==> config.mk <==
export PLATFORM = sky130hd
export DESIGN_NAME = result_scoreboard
export DESIGN_NICKNAME = d
export VERILOG_FILES = /design/src/rtl/result_scoreboard.sv
export SDC_FILE = /design/constraint.sdc
export NUM_CORES = 1
export LEC_CHECK = 0
export BUFFER_PORTS_ARGS = -buffer_cell sky130_fd_sc_hd__clkbuf_2
export CAP_MARGIN = 20
export CELL_PAD_IN_SITES_DETAIL_PLACEMENT = 1
export CELL_PAD_IN_SITES_GLOBAL_PLACEMENT = 2
export CORE_MARGIN = 1
export CORE_UTILIZATION = 45
export DETAILED_ROUTE_END_ITERATION = 8
export PLACE_DENSITY_LB_ADDON = 0.15
export SYNTH_ARGS = -nofsm -noshare
export SYNTH_HDL_FRONTEND = slang
export SYNTH_SLANG_ARGS = --single-unit
==> constraint.sdc <==
create_clock -name clk -period 9.6 [get_ports clk]
set_input_delay 1.44 -clock clk [delete_from_list [all_inputs] [get_ports clk]]
set_output_delay 1.44 -clock clk [all_outputs]
set_load 0.05 [all_outputs]
==> src/rtl/result_scoreboard.sv <==
// Result scoreboard: queues expected results, compares them in order
// against actual results, and keeps per-test pass/fail counts.
module result_scoreboard #(
  parameter int WORD  = 64,
  parameter int DEPTH = 8,
  parameter int CW    = 16
) (
  input  logic                     clk,
  input  logic                     rst,
  input  logic                     test_start,
  input  logic                     test_end,
  input  logic                     exp_valid,
  input  logic [WORD-1:0]          exp_data,
  input  logic [7:0]               exp_bits,
  output logic                     exp_ready,
  input  logic                     act_valid,
  input  logic [WORD-1:0]          act_data,
  input  logic [7:0]               act_bits,
  output logic                     act_ready,
  output logic                     res_valid,
  output logic                     res_pass,
  output logic [CW-1:0]            res_step,
  output logic [CW-1:0]            pass_count,
  output logic [CW-1:0]            fail_count,
  output logic [$clog2(DEPTH):0]   unmatched,
  output logic                     done
);

  localparam int AW = $clog2(DEPTH);
  localparam logic [AW:0]   FULL_CNT = (AW+1)'(DEPTH);
  localparam logic [CW-1:0] MAX      = {CW{1'b1}};

  typedef enum logic [1:0] {
    IDLE,
    RUN,
    DONE
  } state_e;

  state_e          state_q;
  logic [WORD-1:0] dmem_q [DEPTH];
  logic [7:0]      bmem_q [DEPTH];
  logic [AW-1:0]   wr_q, rd_q;
  logic [AW:0]     cnt_q, cnt_d;
  logic [AW:0]     unm_q;
  logic [CW-1:0]   step_q, pass_q, fail_q, rstep_q;
  logic            rvalid_q, rpass_q;
  logic            run, push, pop, match;

  assign run       = (state_q == RUN);
  assign exp_ready = run && (cnt_q != FULL_CNT);
  assign act_ready = run && (cnt_q != '0);
  assign push      = exp_valid && exp_ready;
  assign pop       = act_valid && act_ready;
  assign match     = (dmem_q[rd_q] == act_data)
                  && (bmem_q[rd_q] == act_bits);

  always_comb begin
    cnt_d = cnt_q;
    if (push && !pop)
      cnt_d = cnt_q + (AW+1)'(1);
    else if (pop && !push)
      cnt_d = cnt_q - (AW+1)'(1);
  end

  // Storage needs no reset; occupancy and pointers define validity.
  always_ff @(posedge clk) begin
    if (push) begin
      dmem_q[wr_q] <= exp_data;
      bmem_q[wr_q] <= exp_bits;
    end
  end

  always_ff @(posedge clk) begin
    if (rst) begin
      state_q  <= IDLE;
      wr_q     <= '0;
      rd_q     <= '0;
      cnt_q    <= '0;
      unm_q    <= '0;
      step_q   <= CW'(1);
      pass_q   <= '0;
      fail_q   <= '0;
      rstep_q  <= '0;
      rvalid_q <= 1'b0;
      rpass_q  <= 1'b0;
    end else begin
      rvalid_q <= 1'b0;
      unique case (state_q)
        IDLE, DONE: begin
          if (test_start) begin
            state_q <= RUN;
            wr_q    <= '0;
            rd_q    <= '0;
            cnt_q   <= '0;
            unm_q   <= '0;
            step_q  <= CW'(1);
            pass_q  <= '0;
            fail_q  <= '0;
          end
        end
        RUN: begin
          cnt_q <= cnt_d;
          if (push)
            wr_q <= wr_q + AW'(1);
          if (pop) begin
            rd_q     <= rd_q + AW'(1);
            rvalid_q <= 1'b1;
            rpass_q  <= match;
            rstep_q  <= step_q;
            if (step_q != MAX)
              step_q <= step_q + CW'(1);
            if (match && pass_q != MAX)
              pass_q <= pass_q + CW'(1);
            if (!match && fail_q != MAX)
              fail_q <= fail_q + CW'(1);
          end
          if (test_end && !test_start) begin
            state_q <= DONE;
            unm_q   <= cnt_d;
          end
        end
        default: state_q <= IDLE;
      endcase
    end
  end

  assign res_valid  = rvalid_q;
  assign res_pass   = rpass_q;
  assign res_step   = rstep_q;
  assign pass_count = pass_q;
  assign fail_count = fail_q;
  assign unmatched  = unm_q;
  assign done       = (state_q == DONE);

endmodule

Word level (Yosys, flattened, before mapping)
Memory sizes are Yosys's and may differ from the RTL's. A register that Yosys moved wholly into a read port is not among the register bits.
Cells that the tools add are included.
{"block": "op_classes", "add_sub_neg": 7, "n_bitwise": 1, "n_reduce_logical": 28, "eq_ne": 15, "mux": 32}
{"cell": "2-to-1 mux 16 bit", "count": 8}
{"cell": "one-hot mux 16 bit (2 select lines)", "count": 3}
{"cell": "equality test 64 bit", "count": 1}
{"cell": "adder 16 x 1 -> 16 bit, second input constant", "count": 3}
{"cell": "!= test 16 bit, second input constant", "count": 3}
{"cell": "2-to-1 mux 3 bit", "count": 7}
{"cell": "2-to-1 mux 4 bit", "count": 4}
{"cell": "one-hot mux 4 bit (2 select lines)", "count": 2}
{"cell": "!= test 2 x 1 -> 1 bit, second input constant", "count": 6}
{"cell": "one-hot mux 3 bit (2 select lines)", "count": 2}
{"cell": "AND reduction 4 bit", "count": 3}
{"cell": "logical AND 1 bit", "count": 10}
{"cell": "AND reduction 3 bit", "count": 3}
{"cell": "equality test 8 bit", "count": 1}
{"cell": "adder 3 x 1 -> 3 bit, second input constant", "count": 2}
{"cell": "AND reduction 2 bit", "count": 3}
{"cell": "adder 4 x 1 -> 4 bit, second input constant", "count": 1}
{"cell": "zero test 1 bit", "count": 4}
{"cell": "2-to-1 mux 2 bit", "count": 2}
{"cell": "!= test 4 bit, second input constant", "count": 1}
{"cell": "one-hot mux 2 bit (2 select lines)", "count": 1}
{"cell": "nonzero test 4 bit", "count": 1}
{"cell": "OR reduction 2 bit", "count": 2}
{"cell": "subtractor 4 x 1 -> 4 bit, second input constant", "count": 1}
{"cell": "7 further kinds", "count": 9}
{"block": "totals", "ram_bits": 576, "ff_bits": 82, "elab_cells": 96, "mem_count": 2}
{"name": "dmem_q", "words": 8, "word_bits": 64, "read_ports": 1, "rd_ports_with_merged_regs": 1, "wr": 1, "line": "40", "text": "logic [WORD-1:0] dmem_q [DEPTH];"}
{"name": "bmem_q", "words": 8, "word_bits": 8, "read_ports": 1, "rd_ports_with_merged_regs": 1, "wr": 1, "line": "41", "text": "logic [7:0] bmem_q [DEPTH];"}

Depth between registers and ports, before layout
{"block": "logic_depth", "ltp_word": 9, "ltp_mapped": 14, "mapped_depth_nobuf": 10}

Worst setup path after synthesis
OpenSTA, ideal clock, no wires.
{"block": "synth_timing", "path_type": "register to register", "from": "register cnt_q[0]", "to": "memory bmem_q[0][0] (enable)", "path_slack_ns": 2.103, "arrival_ns": 6.906, "setup_ns": 0.591, "n_path_buf": 0, "stages_incl_launch_ff": 7, "cell_sequence": "dfxtp_1 -> inv_1 -> ha_1 -> a31oi_1 -> and2_1 -> nand2b_1 -> nor3_1"}
{"block": "synth_via", "elab_chain_cells": 5}
{"element": "start: declaration", "line": "43", "text": "logic [AW:0] cnt_q, cnt_d;"}
{"element": "start signal: assignment", "line": "102", "text": "cnt_q <= cnt_d;"}
{"element": "!= test 4 bit", "line": "50", "text": "assign exp_ready = run && (cnt_q != FULL_CNT);"}
{"element": "logical AND 1 bit", "line": "50"}
{"element": "net exp_ready", "line": "15", "text": "output logic exp_ready,"}
{"element": "logical AND 1 bit", "line": "52", "text": "assign push = exp_valid && exp_ready;"}
{"element": "2-to-1 mux 1 bit", "line": "67", "text": "if (push) begin"}
{"element": "2-to-1 mux 1 bit (not written as such)", "line": "69", "text": "bmem_q[wr_q] <= exp_bits;"}
{"element": "end: declaration", "line": "41"}
The timed path passes the listed nets, and every way through them passes these cells.

==> impl_metrics.tcl <==
set metrics [dict create \
    port_buffers 206 \
    dp_slack_ns 4.63 \
    dpl.cell_count 2520 \
    synth_area_sq_um 26600 \
    hpwl_microns 38300 \
    maxCapViolCount 0 \
    fin_crit_ns 5.10 \
    initial_core_util_pct 45.9 \
    synthTopCellsByArea "edfxtp_1 65%, mux4_2 6.6%, dfxtp_1 6.4%" \
    internal-power_mw 4.74 \
    finalNonFillerCells 2653 \
    drt_iter0_markers 747 \
    finalPower_mw 5.99 \
    critPathArrivalTime_ns 5.58 \
    clock_power_share_pct 44.2 \
    clk_pin_slew_ns 0.06 \
    worst_pin_slew_ns 1.22 \
    grt-ovfl-total 0 \
    clk_latency_ns 0.62 \
    postCtsHoldBufs 0 \
    synth_ff_type "edfxtp_1" \
    synthXorXnorAreaFrac_pct 2.17 \
    drt.antenna.violating_nets 0 \
    die_y_microns 245 \
    muxShareOfSynthArea_pct 13.2 \
    critPathKind "reg2reg" \
    ctsResizeCount 0 \
    grtUsageMet1_pct 28.4 \
    critPathMaxStageDelay_ns 1.01 \
    cts_tree "yes" \
    die-area_sq_um 60100 \
    dpl_cell_area_sq_um 28500 \
    grt_pass1_vias 15700 \
    routed_wl_microns 65000 \
    multi_input_area_sq_um 7220 \
    combPwrFrac_pct 3.3 \
    ys_ff_latch 661 \
    fp.dieW_microns 245 \
    synth_compound_area_share_pct 5.42 \
    worst-path-max-fanout 122 \
    track_usage_pct 22.0 \
    cts-root-buf "clkbuf_16" \
    core.rowCount 88 \
    antenna_found_initial 13 \
    hold_viol_final 0 \
    whs_ns 0.450 \
    yosysMostFrequentCell "edfxtp_1" \
    wire_per_inst_microns 24.5 \
    cts_setup_buffers 0 \
    place_congestion 0.754 \
    synthCells 1593 \
    ys_seq_area_share_pct 71.4 \
    tns_ns 0 \
    gr-usage-met2_pct 37.7 \
    synth_top_family_by_area "multiplexers" \
    critical_path.cell_chain "buf_12 -> nor2b_1 -> a22o_1 -> o21a_1 -> o2111ai_1 -> nor4_2 -> and4_1 -> nand3_1 -> buf_4 -> or3_1 -> a31o_1" \
    drive_gt1_share_pct 24.2 \
    power_switching_mw 1.25 \
    yosysTopAreaCellShare_pct 65.0 \
    setup_viol 0 \
    synth_fp_nets 1750 \
    vias 14900 \
    yosysTopAreaCell "edfxtp_1" \
    end_kind "flop" \
    viasPerCell 5.61 \
    synth.distinct_cells 49 \
    p_leak_nw 9.86 \
    nNetsFinal 1986 \
    max_slew_margin_pct 18.8 \
    fillers 5394 \
    cts_buffers 72 \
    gr-usage-met3_pct 4.37 \
    synth_top_cells_by_count "576 x edfxtp_1, 144 x mux2i_1, 87 x nand2_1" \
    drc 0 \
    syn_area_per_cell_sq_um 16.7 \
    p_sw_share_pct 20.9 \
    maxSlewViolCount 0 \
    synth-simple-area-share_pct 5.74 \
    hold_path_class "reg2reg" \
    finish.utilization_pct 53.0 \
    h-tree-depth 3 \
    crit_slowest_cell "nor2b_1" \
    clock-sinks 661 \
    dr.pass1.iters 4 \
    top_level_ports 207 \
    seq_area_sq_um 19000 \
    synthAdderAreaFrac_pct 0.329 \
    grt_start_max_net_pins 138 \
    power_density_nw_per_um2 195 \
    p_seq_share_pct 52.5 \
    area_growth_pct 15.7 \
    status "finished clean" \
    grt_first_pass_wirelength_microns 97300 \
    synth_warnings 0 \
    ir_drop_mv 0.171 \
    synthArstFlopShare_pct 0 \
    max_freq_mhz 196 \
    setup_ws_ns 4.50 \
    clock_skew_ns 0.0305 \
    fin_crit_sh_pct 53.1 \
    synth_edf_count 576 \
    design_area_sq_um 30800 \
    clockBufferDepth 3 \
    top_usage_layer "met2" \
    core-area_sq_um 58000 \
    worstPathRequired_ns 10.09 \
    cp-start-kind "flop" \
    rsz0062_at_grt "false" \
]
==> area by class of cell <==
class	count	area share, %
inverter	8	0.0976
sequential	661	61.8
clock buffer	95	6.27
tap	765	3.11
multi-input combinational	848	23.4
clock inverter	34	1.02
timing repair buffer	238	4.25
antenna	4	0.0325
==> per-layer routing <==
metal  wire, microns  share of wire (%)
met5             107               0.16
met4            1300                2.0
met3            2850                4.4
met2           33000                 51
met1           27700                 43
==> final timing paths <==
check                            start                          end  slack (ns)  cells after the start
max                               flop  pass_count[15]$_SDFFE_PP0P_        4.50                     11
min          unmatched[1]$_SDFFE_PP0P_    unmatched[1]$_SDFFE_PP0P_        0.45                      2
max reg2reg                       flop  pass_count[15]$_SDFFE_PP0P_        4.50                     11
min reg2reg  unmatched[1]$_SDFFE_PP0P_    unmatched[1]$_SDFFE_PP0P_        0.45                      2
==> cell usage in the layout, fill, tap and decap left out, types with 29 or more instances in the layout <==
cell / n
a22oi_1: 38
nor2_1: 48
o21ai_0: 36
edfxtp_1: 576
xor2_1: 51
clkbuf_16: 73
mux2i_1: 144
clkbuf_2: 206
nand2_1: 87
a21oi_1: 64
mux4_2: 78
buf_4: 29
dfxtp_1: 82
==> flip-flops by register name (all words and copies together), names as in the netlist, named ones only <==
signal      count
fail_count     16
wr_q            3
rd_q            3
bmem_q         64
state_q         2
step_q         16
dmem_q        512
res_pass        1
res_valid       1
res_step       16
pass_count     16
cnt_q           4
unmatched       4
==> power groups by stage <==
stage | combinational, mW | clock, mW | sequential, mW
2_1_floorplan | 0.0916 | 0 | 3.21
3_5_place_dp | 0.202 | 0 | 3.20
5_1_grt | 0.217 | 2.80 | 3.14
4_1_cts | 0.203 | 2.71 | 3.14
6_report | 0.199 | 2.65 | 3.14
3_3_place_gp | 0.194 | 0 | 3.20
==> cell families after synthesis <==
| family | count (synthesis) |
|---|---|
| and+or+nand+nor | 299 |
| xor gates and xnor gates | 66 |
| buffers and inverters | 84 |
| adders and majority gates | 7 |
| muxes | 251 |
| AOI/OAI and AO/OA | 225 |
| DFF | 661 |
==> critical path, delay by kind of cell (launching register included) <==
| kind | cells | cell delay [ns] |
|---|---|---|
| buf+inv | 2 | 0.58 |
| simple gates | 5 | 2.63 |
| compound gates | 4 | 0.91 |
| flops | 1 | 0.35 |
(Power assumes the default switching activity.)
